<file path="config.mk">
export PLATFORM = sky130hd
export DESIGN_NAME = sad_prefix_accumulator
export DESIGN_NICKNAME = d
export VERILOG_FILES = /design/src/rtl/sad_prefix_accumulator.sv
export SDC_FILE = /design/constraint.sdc
export NUM_CORES = 1
export LEC_CHECK = 0
export CAP_MARGIN = 15
export CORE_MARGIN = 10
export CORE_UTILIZATION = 46
export CTS_CLUSTER_SIZE = 16
export DETAILED_ROUTE_END_ITERATION = 7
export PLACE_DENSITY = 0.78
export RECOVER_POWER = 50
export SLEW_MARGIN = 0
export SYNTH_ARGS = -nofsm -noshare
export SYNTH_HDL_FRONTEND = slang
export SYNTH_SLANG_ARGS = --single-unit
</file>
<file path="constraint.sdc">
create_clock -name clock -period 4 [get_ports clock]
set_clock_uncertainty 0.05 [all_clocks]
set_input_delay 1 -clock clock [delete_from_list [all_inputs] [get_ports clock]]
set_output_delay 1 -clock clock [all_outputs]
set_load 0.02 [all_outputs]
</file>
<file path="src/rtl/sad_prefix_accumulator.sv">
// rtl/sad_prefix_accumulator.sv - Sklansky sum/abs-diff per-sample term accumulated over blocks, valid/ready result port
module sad_prefix_accumulator #(
  parameter int WIDTH     = 8,
  parameter int BLOCK_LEN = 16,
  parameter int ACC_W     = 13
) (
  input  logic                         clock,
  input  logic                         reset_n,
  input  logic                         in_valid,
  output logic                         in_ready,
  input  logic [WIDTH-1:0]             a,
  input  logic [WIDTH-1:0]             b,
  input  logic                         mode,
  input  logic                         flush,
  output logic                         out_valid,
  input  logic                         out_ready,
  output logic [ACC_W-1:0]             result,
  output logic [$clog2(BLOCK_LEN):0]   count,
  output logic                         sat
);

  localparam int CNT_W  = $clog2(BLOCK_LEN) + 1;
  localparam int LEVELS = $clog2(WIDTH + 1);

  // Position 0 of the prefix tree carries cin as a generate, so the tree spans WIDTH+1 positions.
  function automatic logic [WIDTH:0] sklansky_add(input logic [WIDTH-1:0] x,
                                                  input logic [WIDTH-1:0] y,
                                                  input logic             cin);
    logic [WIDTH:0] g;
    logic [WIDTH:0] p;
    logic [WIDTH:0] g_n;
    logic [WIDTH:0] p_n;
    logic [WIDTH:0] s;
    int             j;
    g[0] = cin;
    p[0] = 1'b0;
    for (int k = 0; k < WIDTH; k++) begin
      g[k+1] = x[k] & y[k];
      p[k+1] = x[k] ^ y[k];
    end
    for (int l = 0; l < LEVELS; l++) begin
      g_n = g;
      p_n = p;
      for (int i = 0; i <= WIDTH; i++) begin
        if (((i >> l) & 1) == 1) begin
          j      = ((i >> l) << l) - 1;
          g_n[i] = g[i] | (p[i] & g[j]);
          p_n[i] = p[i] & p[j];
        end
      end
      g = g_n;
      p = p_n;
    end
    for (int k = 0; k < WIDTH; k++) begin
      s[k] = x[k] ^ y[k] ^ g[k];
    end
    s[WIDTH] = g[WIDTH];
    return s;
  endfunction

  logic [CNT_W-1:0] in_cnt_q, in_cnt_d;
  logic             mode_q, mode_d;
  logic             s1_valid_q, s1_valid_d;
  logic [WIDTH:0]   s1_term_q, s1_term_d;
  logic             s1_last_q, s1_last_d;
  logic             s1_first_q, s1_first_d;
  logic [CNT_W-1:0] s1_cnt_q, s1_cnt_d;
  logic [ACC_W-1:0] acc_q, acc_d;
  logic             sat_int_q, sat_int_d;
  logic             out_valid_q, out_valid_d;
  logic [ACC_W-1:0] result_q, result_d;
  logic [CNT_W-1:0] count_q, count_d;
  logic             sat_q, sat_d;

  logic             advance;
  logic             take;
  logic             first_in;
  logic             last_in;
  logic             eff_mode;
  logic [WIDTH:0]   sum_ab;
  logic [WIDTH:0]   diff_ab;
  logic [WIDTH:0]   diff_ba;
  logic [WIDTH:0]   term;
  logic [ACC_W:0]   acc_sum;
  logic [ACC_W-1:0] acc_sat;
  logic             sat_next;

  always_comb begin
    advance  = !out_valid_q | out_ready;
    in_ready = advance & reset_n;
    take     = in_valid & in_ready;
    first_in = (in_cnt_q == '0);
    last_in  = (in_cnt_q == CNT_W'(BLOCK_LEN - 1)) | flush;
    eff_mode = first_in ? mode : mode_q;

    sum_ab  = sklansky_add(a, b, 1'b0);
    diff_ab = sklansky_add(a, ~b, 1'b1);
    diff_ba = sklansky_add(b, ~a, 1'b1);
    // A clear carry out of a-b means a<b, so the magnitude comes from the b-a pass.
    if (!eff_mode) begin
      term = sum_ab;
    end else if (diff_ab[WIDTH]) begin
      term = {1'b0, diff_ab[WIDTH-1:0]};
    end else begin
      term = {1'b0, diff_ba[WIDTH-1:0]};
    end

    acc_sum  = {{(ACC_W - WIDTH){1'b0}}, s1_term_q} + (s1_first_q ? '0 : {1'b0, acc_q});
    acc_sat  = acc_sum[ACC_W] ? '1 : acc_sum[ACC_W-1:0];
    sat_next = (!s1_first_q & sat_int_q) | acc_sum[ACC_W];

    in_cnt_d    = in_cnt_q;
    mode_d      = mode_q;
    s1_valid_d  = s1_valid_q;
    s1_term_d   = s1_term_q;
    s1_last_d   = s1_last_q;
    s1_first_d  = s1_first_q;
    s1_cnt_d    = s1_cnt_q;
    acc_d       = acc_q;
    sat_int_d   = sat_int_q;
    out_valid_d = out_valid_q;
    result_d    = result_q;
    count_d     = count_q;
    sat_d       = sat_q;

    if (take) begin
      in_cnt_d = last_in ? '0 : in_cnt_q + CNT_W'(1);
      if (first_in) begin
        mode_d = mode;
      end
    end

    if (advance) begin
      s1_valid_d = take;
      if (take) begin
        s1_term_d  = term;
        s1_last_d  = last_in;
        s1_first_d = first_in;
        s1_cnt_d   = in_cnt_q + CNT_W'(1);
      end
    end

    if (out_valid_q & out_ready) begin
      out_valid_d = 1'b0;
    end

    // A block completing in the handshake cycle overrides the clear above.
    if (advance & s1_valid_q) begin
      acc_d     = acc_sat;
      sat_int_d = sat_next;
      if (s1_last_q) begin
        result_d    = acc_sat;
        count_d     = s1_cnt_q;
        sat_d       = sat_next;
        out_valid_d = 1'b1;
      end
    end
  end

  always_ff @(posedge clock) begin
    if (!reset_n) begin
      in_cnt_q    <= '0;
      mode_q      <= 1'b0;
      s1_valid_q  <= 1'b0;
      s1_term_q   <= '0;
      s1_last_q   <= 1'b0;
      s1_first_q  <= 1'b0;
      s1_cnt_q    <= '0;
      acc_q       <= '0;
      sat_int_q   <= 1'b0;
      out_valid_q <= 1'b0;
      result_q    <= '0;
      count_q     <= '0;
      sat_q       <= 1'b0;
    end else begin
      in_cnt_q    <= in_cnt_d;
      mode_q      <= mode_d;
      s1_valid_q  <= s1_valid_d;
      s1_term_q   <= s1_term_d;
      s1_last_q   <= s1_last_d;
      s1_first_q  <= s1_first_d;
      s1_cnt_q    <= s1_cnt_d;
      acc_q       <= acc_d;
      sat_int_q   <= sat_int_d;
      out_valid_q <= out_valid_d;
      result_q    <= result_d;
      count_q     <= count_d;
      sat_q       <= sat_d;
    end
  end

  assign out_valid = out_valid_q;
  assign result    = result_q;
  assign count     = count_q;
  assign sat       = sat_q;

endmodule

</file>
# ---- After elaboration in Yosys (flattened, before gate mapping)
# Cells that the tools add are included.
dict set report classes {
  n_mux 9
  n_bitwise 167
  n_addsub 2
  n_eq_ne 1
  reduce_logical 5
}
# operator n
set ops {}
lappend ops {{AND 1 bit} 78}
lappend ops {{bitwise XOR 1 bit} 45}
lappend ops {{OR 1 bit} 40}
lappend ops {{two-way mux 13 bit} 2}
lappend ops {{inverter 8 bit} 2}
lappend ops {{adder 9 x 13 -> 14 bit} 1}
lappend ops {{two-way mux 9 bit} 1}
lappend ops {{two-way mux 8 bit} 1}
lappend ops {{adder 5 x 1 -> 5 bit (second input constant)} 1}
lappend ops {{== test 5 x 4 -> 1 bit (second input constant)} 1}
lappend ops {{zero test 5 bit} 1}
lappend ops {{two-way mux 5 bit} 1}
lappend ops {{two-way mux 1 bit} 4}
lappend ops {{AND reduction 2 bit} 2}
lappend ops {{zero test 1 bit} 2}
lappend ops {{inverter 1 bit} 2}
dict set report word_totals {
  ff_bits 57
  out_inout_bits 21
}

# ---- Longest topological paths before layout
# Gate-level depths: netlist (run 1).
dict set report logic_depth {
  ltp_word 11
  mapped_depth 14
  depth_no_buf 13
}

# ---- Least setup slack after synthesis (run 1)
# OpenSTA, ideal clock, no wires.
dict set report synth_timing {
  kind {input-to-reg}
  startpoint {input port a[3]}
  endpoint {register s1_term_q[6]}
  setup_slack_ps 556
  required_time_ps 3890
  cell_stages 13
  arrival_time_ps 3333
  setup_ps 60
  cell_sequence {inv_1 -> ha_1 -> a21o_1 -> a21oi_1 -> o21ai_0 -> a21o_1 -> a21oi_1 -> fa_1 -> clkbuf_1 -> o211ai_1 -> a2111oi_0 -> a211oi_1 -> nand2b_1}
}
dict set report synth_via {
  elab_chain_len 10
  elab_cells_between_ends 43
  cone_classes {mux (2); bitwise (41)}
}
# item line_no
set synth_lines {}
lappend synth_lines {{from (decl)} 11} ;# input logic [WIDTH-1:0] a,
lappend synth_lines {{AND 1 bit or inverter 8 bit (tied branches)} {38, 98}}
lappend synth_lines {{AND 1 bit, on equally long branches} {47, 38}}
lappend synth_lines {{OR 1 bit or AND 1 bit (tied branches)} 47} ;# g_n[i] = g[i] | (p[i] & g[j]);
lappend synth_lines {{AND 1 bit or OR 1 bit (tied branches)} 47}
lappend synth_lines {{OR 1 bit or AND 1 bit (tied branches)} 47}
lappend synth_lines {{OR 1 bit} 47}
lappend synth_lines {{AND 1 bit or OR 1 bit (tied branches)} 47}
lappend synth_lines {{OR 1 bit or bitwise XOR 1 bit (tied branches)} {47, 55}}
lappend synth_lines {{two-way mux 8 bit} 102} ;# end else if (diff_ab[WIDTH]) begin
lappend synth_lines {{two-way mux 9 bit (*)} 100} ;# if (!eff_mode) begin
lappend synth_lines {{to (signal assigned)} 179} ;# s1_term_q <= s1_term_d;
lappend synth_lines {{to (decl)} 64} ;# logic [WIDTH:0] s1_term_q, s1_term_d;
# Every way passes the cells marked *; elsewhere a longest branch is shown, timed or not.
# A chain may end at the register's enable or synchronous reset.

# ---- Worst setup path after layout (run 1)
# Ends and elaborated chain as after synthesis.

==> results of run 1 <==
==> through the flow <==
stage               std cells  setup TNS [ns]
floorplan                 432               0
global placement          571               0
detailed placement        571        -0.05409
CTS                       587               0
global route              587               0
finish                    587               0
==> cells by family after synthesis <==
logic type               count (synthesis)
adder cells (fa/ha/maj)                 43
flip-flops                              57
AO/OA/AOI/OAI                          136
XOR/XNOR                                11
multiplexers                            10
buffers and inverters                   54
AND/OR/NAND/NOR                        121
==> what timing repair did <==
item                       4_1_cts  5_1_grt
setup endpoints to repair        0        1
gates resized for setup          0        1
hold endpoints to repair         0        0
setup buffers                    0        0
==> Yosys cell counts (all sizes together) (6+ instances only) <==
cell and number:
nand2 39, a21o 6, mux2i 6, a21oi 48
a211oi 11, xnor2 8, and3 7, clkbuf 18
inv 32, fa 9, nor2 26, ha 34
o221a 12, nor2b 12, nand3 14, dfxtp 57
o21ai 29
==> final cells by class <==
type,count,area (µm²)
Inverter,32,120.1
Timing Repair Buffer,59,536.8
Clock buffer,10,127.6
Clock inverter,6,35.03
Sequential cell,57,1141
Multi-Input combinational cell,321,2328
Tap cell,102,127.6
Fill cell,714,3351
==> routing by layer <==
layer / up-vias / GRT usage (%)
met1: 1469 / 17.50
met5: - / 0
li1: 1618 / -
met3: 11 / 3.920
met4: 0 / 4.461
met2: 53 / 25.60
==> worst reg2reg max path: cells and delay by family, from the launching register on <==
| kind | cells | cell delay (ns) |
|---|---|---|
| and+or+nand+nor | 2 | 0.51 |
| buffers and inverters | 1 | 0.59 |
| AOI/OAI and AO/OA | 5 | 1.10 |
| adders and majority gates | 1 | 0.39 |
| DFF | 1 | 0.32 |
==> flip-flops by register name, indices dropped and copies added, names as in the netlist <==
name	count
acc_q	13
count	5
in_cnt_q	5
mode_q	1
out_valid	1
result	13
s1_cnt_q	5
s1_first_q	1
s1_last_q	1
s1_term_q	9
s1_valid_q	1
sat	1
sat_int_q	1
==> report_power, final <==
part / total [µW] / internal, µW / switching (µW)
Combinational: 328 / 145 / 182
Sequential: 619 / 598 / 20.4
Clock: 450 / 219 / 231
==> worst paths after layout <==
path | from | end | slack (ns) | depth (start not counted)
worst max-delay path | a[3] | s1_term_q[6]$_SDFFE_PN0P_ | 0.29 | 14
worst min-delay path | count[4]$_SDFFE_PN0P_ | count[4]$_SDFFE_PN0P_ | 0.41 | 2
worst max register to register | s1_first_q$_SDFFE_PN0P_ | sat$_SDFFE_PN0P_ | 0.92 | 9
worst min register to register | count[4]$_SDFFE_PN0P_ | count[4]$_SDFFE_PN0P_ | 0.41 | 2
==> results.cfg, run 1 <==
[yosys]
synth_compound_area_share_pct = 24.69
synth_cell_type_count = 55
yosysWarningCount = 0
post_synth_fa_ha_maj_area_fraction_pct = 16.44
ys_async_sr_fraction_pct = 0
post_synth_xor_area_fraction_pct = 2.615
synth_top_cells_by_area = sky130_fd_sc_hd__dfxtp_1 31%, sky130_fd_sc_hd__ha_1 12%, sky130_fd_sc_hd__a21oi_1 6.5%
synth_nets = 497
netlist_area_um2 = 3684
synth_sequential_area_ratio_pct = 30.98
synth_simple_gate_area_share_pct = 16.47
synth-edff-count = 0
synth.avg_cell_area_um2 = 8.527
synth.largest_area_cell = sky130_fd_sc_hd__dfxtp_1
dominantRegCellSynth = sky130_fd_sc_hd__dfxtp_1
netlist.area_leader.share_pct = 30.98
yosys-mux-area-fraction_pct = 2.955
synth_seq_cells = 57
netlist_instances = 432
combinational_family_with_the_most_area_after_synthesis = compound AO/OA/AOI/OAI gates

[die]
core.rowCount = 32
floorplan.io_pins = 43
dieArea_um2 = 11990
design.core.area_um2 = 7767
floorplan.initialDensity_pct = 47.42
chipHeight_um = 109.5
die_width_um = 109.5

[place]
port_buffers = 42
dpl_cell_area_um2 = 4264
detailedPlacementHpwl_mm = 6.525
globalplace.congestion = 0.8698
dpl_worst_slack_ns = -0.05409

[critical_path]
worst_path_dominant_cell_family = compound AO/OA/AOI/OAI gates
crit_path_cell_trace = clkdlybuf4s50_1 > inv_1 > ha_1 > a21o_1 > a21oi_1 > o21ai_0 > a21o_1 > a21oi_1 > fa_1 > mux2_2 > nor3_1 > a221oi_2 > a211oi_1 > nand2b_1
crit_slowest_cell = sky130_fd_sc_hd__clkdlybuf4s50_1
worst_setup_end_kind = register
path_max_fanout = 4
cpPeakStageDelay_ns = 0.47
crit_type = input pin to register
cp_data_arrival_time_ns = 3.89
timing.critical_path.from_type = input pin
worstPathBufferInverterCount = 2
critPathRequiredTime_ns = 4.18

[routing]
avgViaCountPerCell = 5.368
antenna_violating_nets_left = 0
wire_per_inst_um = 14.64
top_layer_reached_by_signal_wires = met4
drt_first_iter_violations = 127
met3_wirelength_um = 340
num_vias = 3151
m1_wire_length_mm = 3.957
detail_route.wirelength_mm = 8.592
drt_first_pass_iters = 4
route.detailed.drc = 0
length_of_routed_met2_wiring_mm = 4.188

[power_and_ir_drop]
p_leak_uw = 0.001947
power_per_cell_area_nw_per_um2 = 316.3
total_power_uw = 1397
vdd.ir_drop.worst_mv = 0.1411

[layout]
final_design_area_no_fill_um2 = 4417
area_delta_synth_final_pct = 19.90
finalNetCount = 545
final_layout_size_suffix_gt1_share_pct = 11.34
final_common_cell = sky130_fd_sc_hd__dfxtp_1
number_of_diodes = 0
utilization_pct = 56.86
final_cell_mix = 57 x sky130_fd_sc_hd__dfxtp_1, 48 x sky130_fd_sc_hd__a21oi_1, 39 x sky130_fd_sc_hd__nand2_1, 34 x sky130_fd_sc_hd__ha_1, 31 x sky130_fd_sc_hd__inv_1

[outcome]
status = complete, no violations

[timing]
worst_slew_pin_slew_ns = 0.8764
layout_setup_ws_ns = 0.2889
clock.fmax_mhz = 269.5
number_of_slew_limit_violations_in_the_final_report = 0
period_share_pct = 92.78
timing_hold_violations_final = 0
finalSetupViolCount = 0
rsz0062_at_grt = no
fin_hold_ws_ns = 0.4075
final_period_minus_worst_setup_slack_ns = 3.711
max_slew_margin_pct = 41.57

[grt]
grt_pass1_wl_mm = 14.51
grt_start_max_net_pins = 38
grt_antenna_before_repair = 0
overall_global_routing_resource_usage_pct = 14.78
grt.overflow.total = 0
first_global_vias = 3165

[worst_hold_path]
worst_hold_path_type = register to register

[clock_network]
clk_pin_slew_ns = 0.07
ctsRootBufferMaster = sky130_fd_sc_hd__clkbuf_8
later_pin_clock_latency_in_the_skew_report_ns = 0.35
ctsHoldBuffers = 0
cts.sinks = 57
tritoncts = yes
htreeDepth = 3
tritoncts.num_buffers = 9
clockBufferDepth = 2

[flow_run]
max-cap-violations = 0
(Power assumes the default switching activity.)
==> run 2, diff against run 1 <==
--- a/config.mk
+++ b/config.mk
@@ -8,8 +8,10 @@
 export CAP_MARGIN = 15
 export CORE_MARGIN = 10
 export CORE_UTILIZATION = 46
+export CTS_BUF_LIST = sky130_fd_sc_hd__clkbuf_16
 export CTS_CLUSTER_SIZE = 16
 export DETAILED_ROUTE_END_ITERATION = 7
+export GPL_ROUTABILITY_DRIVEN = 0
 export PLACE_DENSITY = 0.78
 export RECOVER_POWER = 50
 export SLEW_MARGIN = 0
==> run 2 against run 1 <==
Against the previous run: first-iteration DRC count down 13%; critical path depth unchanged; count of clock-buffer cells in the layout down 1; sequential cell count unchanged; final area up 2.4%; worst setup slack worse by 0.0058 ns; clock power up 59%; combinational power about the same; sequential share of layout area down 0.60 points.
==> results.cfg, run 2 (synthesis gave the netlist of run 1 again) <==
[timing]
tns_ns = 0
timing_hold_violations_final = 0
clock.fmax_mhz = 269.0
finalSetupViolCount = 0
period_share_pct = 92.92
max_slew_margin_pct = 44.21
rsz0062_at_grt = no
final_period_minus_worst_setup_slack_ns = 3.717
worst_slew_pin_slew_ns = 0.8369
number_of_slew_limit_violations_in_the_final_report = 0

[grt]
grt.overflow.total = 0
grt_pass1_wl_mm = 14.55
first_global_vias = 3161
grt_start_max_net_pins = 38
grt_antenna_before_repair = 0
overall_global_routing_resource_usage_pct = 14.97

[routing]
antenna_violating_nets_left = 0
wire_per_inst_um = 14.71
route.detailed.drc = 0
avgViaCountPerCell = 5.485
drt_first_iter_violations = 110
num_vias = 3209
detail_route.wirelength_mm = 8.608
drt_first_pass_iters = 4

[clock_network]
cts.repair_timing.setup_buffer_count = 0
clockBufferDepth = 2
later_pin_clock_latency_in_the_skew_report_ns = 0.33
ctsRootBufferMaster = sky130_fd_sc_hd__clkbuf_16
cts.sinks = 57
htreeDepth = 3
tritoncts.num_buffers = 9
tritoncts = yes
clk_pin_slew_ns = 0.05
ctsHoldBuffers = 0
cts_resized = 0

[critical_path]
reg2reg_to = result[10]$_SDFFE_PN0P_
cp_data_arrival_time_ns = 3.88
crit_type = input pin to register
worst_setup_end_kind = register
r2r-start = s1_first_q$_SDFFE_PN0P_
crit_path_cell_trace = clkdlybuf4s50_1 > inv_1 > ha_1 > a21o_1 > a21oi_1 > o21ai_0 > a21o_1 > a21oi_1 > fa_1 > mux2_2 > nor3_1 > a221oi_2 > a211oi_1 > nand2b_1
path_max_fanout = 4
cpPeakStageDelay_ns = 0.47
regToRegSetupSlack_ns = 1.27
critPathRequiredTime_ns = 4.16
crit_slowest_cell = sky130_fd_sc_hd__clkdlybuf4s50_1
timing.critical_path.from_type = input pin
ff2ff_path_depth = 10

[layout]
n_fill_cell = 699
utilization_pct = 58.22
final_common_cell = sky130_fd_sc_hd__dfxtp_1
area_delta_synth_final_pct = 22.76
register_area_um2 = 1141
final_cell_mix = 57 x sky130_fd_sc_hd__dfxtp_1, 48 x sky130_fd_sc_hd__a21oi_1, 39 x sky130_fd_sc_hd__nand2_1, 34 x sky130_fd_sc_hd__ha_1, 32 x sky130_fd_sc_hd__inv_1
final_layout_size_suffix_gt1_share_pct = 10.56
number_of_diodes = 0
finalNetCount = 544
multi_input_comb_area_um2 = 2327

[power_and_ir_drop]
vdd.ir_drop.worst_mv = 0.1724
clkPwrFrac_pct = 43.1
p_sw_uw = 450.0
p_leak_uw = 0.002003
power_per_cell_area_nw_per_um2 = 367.6
seq_power_share_pct = 37.3
p_int_uw = 1212
switch_share_pct = 27.07
power.combinational.fraction_pct = 19.6

[place]
detailedPlacementHpwl_mm = 6.568
port_buffers = 42

[die]
core.rowCount = 32
floorplan.initialDensity_pct = 47.42
chipHeight_um = 109.5
die_width_um = 109.5
floorplan.io_pins = 43
design.core.area_um2 = 7767
dieArea_um2 = 11990

[worst_hold_path]
worst_hold_path_type = register to register
hold_path_startpoint = count[4]$_SDFFE_PN0P_
min_path_cells = 2
hold_path_end = count[4]$_SDFFE_PN0P_

[outcome]
status = complete, no violations

[flow_run]
max-cap-violations = 0
==> run 2: changes by cell type in the layout (fill, tap and decap cells not counted), moves of 2 or more <==
| cell | previous run | this run |
|---|---|---|
| sky130_fd_sc_hd__clkinv_1 | 0 | 2 |
| sky130_fd_sc_hd__clkinv_2 | 4 | 2 |
| sky130_fd_sc_hd__clkbuf_8 | 9 | 0 |
| sky130_fd_sc_hd__clkbuf_16 | 0 | 9 |
| sky130_fd_sc_hd__clkinvlp_4 | 2 | 0 |
==> run 2: critical path, delay by kind of cell <==
kind	cells	cell delay, ns
compound gates	7	1.14
fa+ha+maj	2	0.56
buf+inv	2	0.53
mux	1	0.36
simple gates	2	0.27
==> run 2: power groups by stage <==
| stage | combinational [µW] | clock, µW | sequential (µW) |
|---|---|---|---|
| after detailed placement | 326 | 0 | 630 |
| after global placement | 315 | 0 | 629 |
| after CTS | 328 | 721 | 620 |
| after global routing | 365 | 745 | 623 |
| after floorplan | 221 | 0 | 629 |
| final | 326 | 716 | 621 |
==> run 2: through the flow <==
stage	hold slack (ns)	setup slack, ns	cells	cell area, µm²	power (µW)
detailed placement	0.3958	-0.05956	570	4257	956.3
global route	0.4229	0.1024	585	4522	1733
CTS	0.4027	0.2995	585	4533	1669
floorplan	0.3821	0.5563	432	3684	849.1
global placement	0.3943	0.08714	570	4257	943.7
finish	0.3984	0.2831	585	4522	1662
==> run 2: worst max path at each step <==
stage | startpoint | endpoint | slack, ns | depth (start not counted)
floorplan | a[3] | s1_term_q[6]$_SDFFE_PN0P_ | 0.56 | 13
global placement | a[3] | s1_term_q[6]$_SDFFE_PN0P_ | 0.09 | 14
detailed placement | a[3] | s1_term_q[6]$_SDFFE_PN0P_ | -0.06 | 14
CTS | a[3] | s1_term_q[6]$_SDFFE_PN0P_ | 0.30 | 14
global route | b[3] | s1_term_q[6]$_SDFFE_PN0P_ | 0.10 | 14
finish | a[3] | s1_term_q[6]$_SDFFE_PN0P_ | 0.28 | 14
==> run 2: cell type report <==
class,count,share of cell area [%]
clock inverter,6,1.134
sequential,57,25.24
inverter,32,2.656
tap,102,2.822
timing repair buffer,58,11.70
multi-input combinational,321,51.47
clock buffer,9,4.981
==> run 2: layer usage <==
| metal | global-route usage [%] | wire [µm] |
|---|---|---|
| met4 | 5.762 | 172 |
| met1 | 17.62 | 3803 |
| met3 | 3.277 | 338 |
| met5 | 0 | 0 |
| met2 | 25.98 | 4294 |
==> run 3, diff against run 2 <==
--- a/config.mk
+++ b/config.mk
@@ -12,7 +12,7 @@
 export CTS_CLUSTER_SIZE = 16
 export DETAILED_ROUTE_END_ITERATION = 7
 export GPL_ROUTABILITY_DRIVEN = 0
-export PLACE_DENSITY = 0.78
+export PLACE_DENSITY = 0.65
 export RECOVER_POWER = 50
 export SLEW_MARGIN = 0
 export SYNTH_ARGS = -nofsm -noshare
==> run 3 against run 2 <==
Against the previous run: power is 5.1% higher; first-iteration DRC count down 2.7%; die area unchanged; worst setup slack improved by 0.029 ns; combinational power about the same; global-route usage down 0.66 points; critical path type unchanged; largest cell class unchanged.
==> results.cfg, run 3 (synthesis gave the netlist of run 1 again) <==
[timing]
timing_hold_violations_final = 0
number_of_slew_limit_violations_in_the_final_report = 0
max_slew_margin_pct = 44.18
finalSetupViolCount = 0
clock.fmax_mhz = 271.2
rsz0062_at_grt = no
final_period_minus_worst_setup_slack_ns = 3.688
fin_hold_ws_ns = 0.4010
worst_slew_pin_slew_ns = 0.8372
period_share_pct = 92.19
tns_ns = 0

[critical_path]
r2r-start = s1_first_q$_SDFFE_PN0P_
worst_setup_end_kind = register
cp_data_arrival_time_ns = 3.84
crit_type = input pin to register
crit_slowest_cell = sky130_fd_sc_hd__clkdlybuf4s50_1
critPathRequiredTime_ns = 4.16
first_element_of_the_critical_path = b[3]
worstPathBufferInverterCount = 2
timing.critical_path.from_type = input pin
cpPeakStageDelay_ns = 0.55
reg2reg_to = result[1]$_SDFFE_PN0P_
path_max_fanout = 4
regToRegSetupSlack_ns = 0.87
worst_path_dominant_cell_family = compound AO/OA/AOI/OAI gates
critical_path.endpoint = s1_term_q[6]$_SDFFE_PN0P_
crit_path_cell_trace = clkdlybuf4s50_1 > inv_1 > ha_1 > a21o_1 > a21oi_1 > o21ai_0 > a21o_1 > a21oi_1 > fa_1 > mux2_2 > nor3_1 > a221oi_2 > a211oi_1 > nand2b_1
timing.critical_path.depth = 14
ff2ff_path_depth = 9

[place]
port_buffers = 42
detailedPlacementHpwl_mm = 6.407
dpl_cell_area_um2 = 4287

[clock_network]
clockBufferDepth = 2
cts.sinks = 57
clk_pin_slew_ns = 0.06
cts_resized = 0
later_pin_clock_latency_in_the_skew_report_ns = 0.33
ctsRootBufferMaster = sky130_fd_sc_hd__clkbuf_16
ctsHoldBuffers = 0
cts.repair_timing.setup_buffer_count = 0
tritoncts.num_buffers = 9
htreeDepth = 3
tritoncts = yes

[routing]
top_layer_reached_by_signal_wires = met4
wire_per_inst_um = 14.40
length_of_routed_met2_wiring_mm = 3.897
m1_wire_length_mm = 4.064
num_vias = 3125
antenna_violating_nets_left = 0
drt_first_pass_iters = 5
route.detailed.drc = 0
detail_route.wirelength_mm = 8.481
drt_first_iter_violations = 107
avgViaCountPerCell = 5.306
met3_wirelength_um = 402

[grt]
grt_pass1_wl_mm = 13.87
grt_antenna_before_repair = 0
grt.overflow.total = 0
overall_global_routing_resource_usage_pct = 14.32
first_global_vias = 2969
grt_start_max_net_pins = 38

[layout]
utilization_pct = 58.97
finalNetCount = 548
number_of_diodes = 0
area_delta_synth_final_pct = 24.35
final_cell_mix = 57 x sky130_fd_sc_hd__dfxtp_1, 48 x sky130_fd_sc_hd__a21oi_1, 39 x sky130_fd_sc_hd__nand2_1, 34 x sky130_fd_sc_hd__ha_1, 31 x sky130_fd_sc_hd__inv_1
final_common_cell = sky130_fd_sc_hd__dfxtp_1
n_fill_cell = 717
final_design_area_no_fill_um2 = 4581
final_layout_size_suffix_gt1_share_pct = 11.50

[die]
floorplan.io_pins = 43
chipHeight_um = 109.5
core.rowCount = 32
design.core.area_um2 = 7767
die_width_um = 109.5
dieArea_um2 = 11990
floorplan.initialDensity_pct = 47.42

[power_and_ir_drop]
power_per_cell_area_nw_per_um2 = 381.4
vdd.ir_drop.worst_mv = 0.2219
seq_power_share_pct = 35.4
p_int_uw = 1285
power.combinational.fraction_pct = 18.6
p_sw_uw = 462.4
clkPwrFrac_pct = 45.9
total_power_uw = 1747
p_leak_uw = 0.002031
switch_share_pct = 26.47

[flow_run]
max-cap-violations = 0

[worst_hold_path]
worst_hold_path_type = register to register
min_path_cells = 2

[outcome]
status = complete, no violations
## run 3: area by class of cell
class | instances | area, µm² | share of cell area [%]
repair buffers | 62 | 555.5 | 12.13
flip-flops and latches | 57 | 1141 | 24.91
well taps | 102 | 127.6 | 2.786
inverters | 32 | 120.1 | 2.622
clock inverters | 6 | 83.83 | 1.830
clock buffers | 9 | 225.2 | 4.917
multi-input cells | 321 | 2327 | 50.81
## run 3: worst register-to-register path: cells and delay by family, from the launching register on
| kind | cells | cell delay (ns) |
|---|---|---|
| AOI/OAI and AO/OA | 5 | 1.14 |
| adders and majority gates | 1 | 0.39 |
| buffers and inverters | 1 | 0.61 |
| DFF | 1 | 0.32 |
| and+or+nand+nor | 2 | 0.48 |
## run 3: power by group through the flow
stage | Sequential [µW] | Combinational (µW) | Clock, µW
after floorplan | 629 | 221 | 0
after global placement | 630 | 325 | 0
after detailed placement | 631 | 329 | 0
after CTS | 619 | 331 | 816
after global routing | 623 | 365 | 842
final | 619 | 326 | 802
## run 3: worst min path at each step
stage	from	endpoint	slack [ns]
2_1_floorplan	s1_cnt_q[1]$_SDFFE_PN0P_	count[1]$_SDFFE_PN0P_	0.38
3_3_place_gp	s1_cnt_q[0]$_SDFFE_PN0P_	count[0]$_SDFFE_PN0P_	0.39
3_5_place_dp	s1_cnt_q[1]$_SDFFE_PN0P_	count[1]$_SDFFE_PN0P_	0.40
4_1_cts	s1_cnt_q[3]$_SDFFE_PN0P_	count[3]$_SDFFE_PN0P_	0.41
5_1_grt	s1_cnt_q[1]$_SDFFE_PN0P_	count[1]$_SDFFE_PN0P_	0.42
6_report	count[2]$_SDFFE_PN0P_	count[2]$_SDFFE_PN0P_	0.40
## run 3: metal layers
metal	global-route usage [%]	vias up
met5	0	-
met4	4.926	0
met3	3.394	8
met2	23.47	70
met1	18.04	1407
li1	-	1640
## run 3: per-stage QoR
stage          setup WS (ns)  std cells
2_1_floorplan         0.5563        432
3_3_place_gp         0.08477        574
3_5_place_dp        -0.03521        574
4_1_cts               0.3096        589
5_1_grt              0.05423        589
6_report              0.3124        589
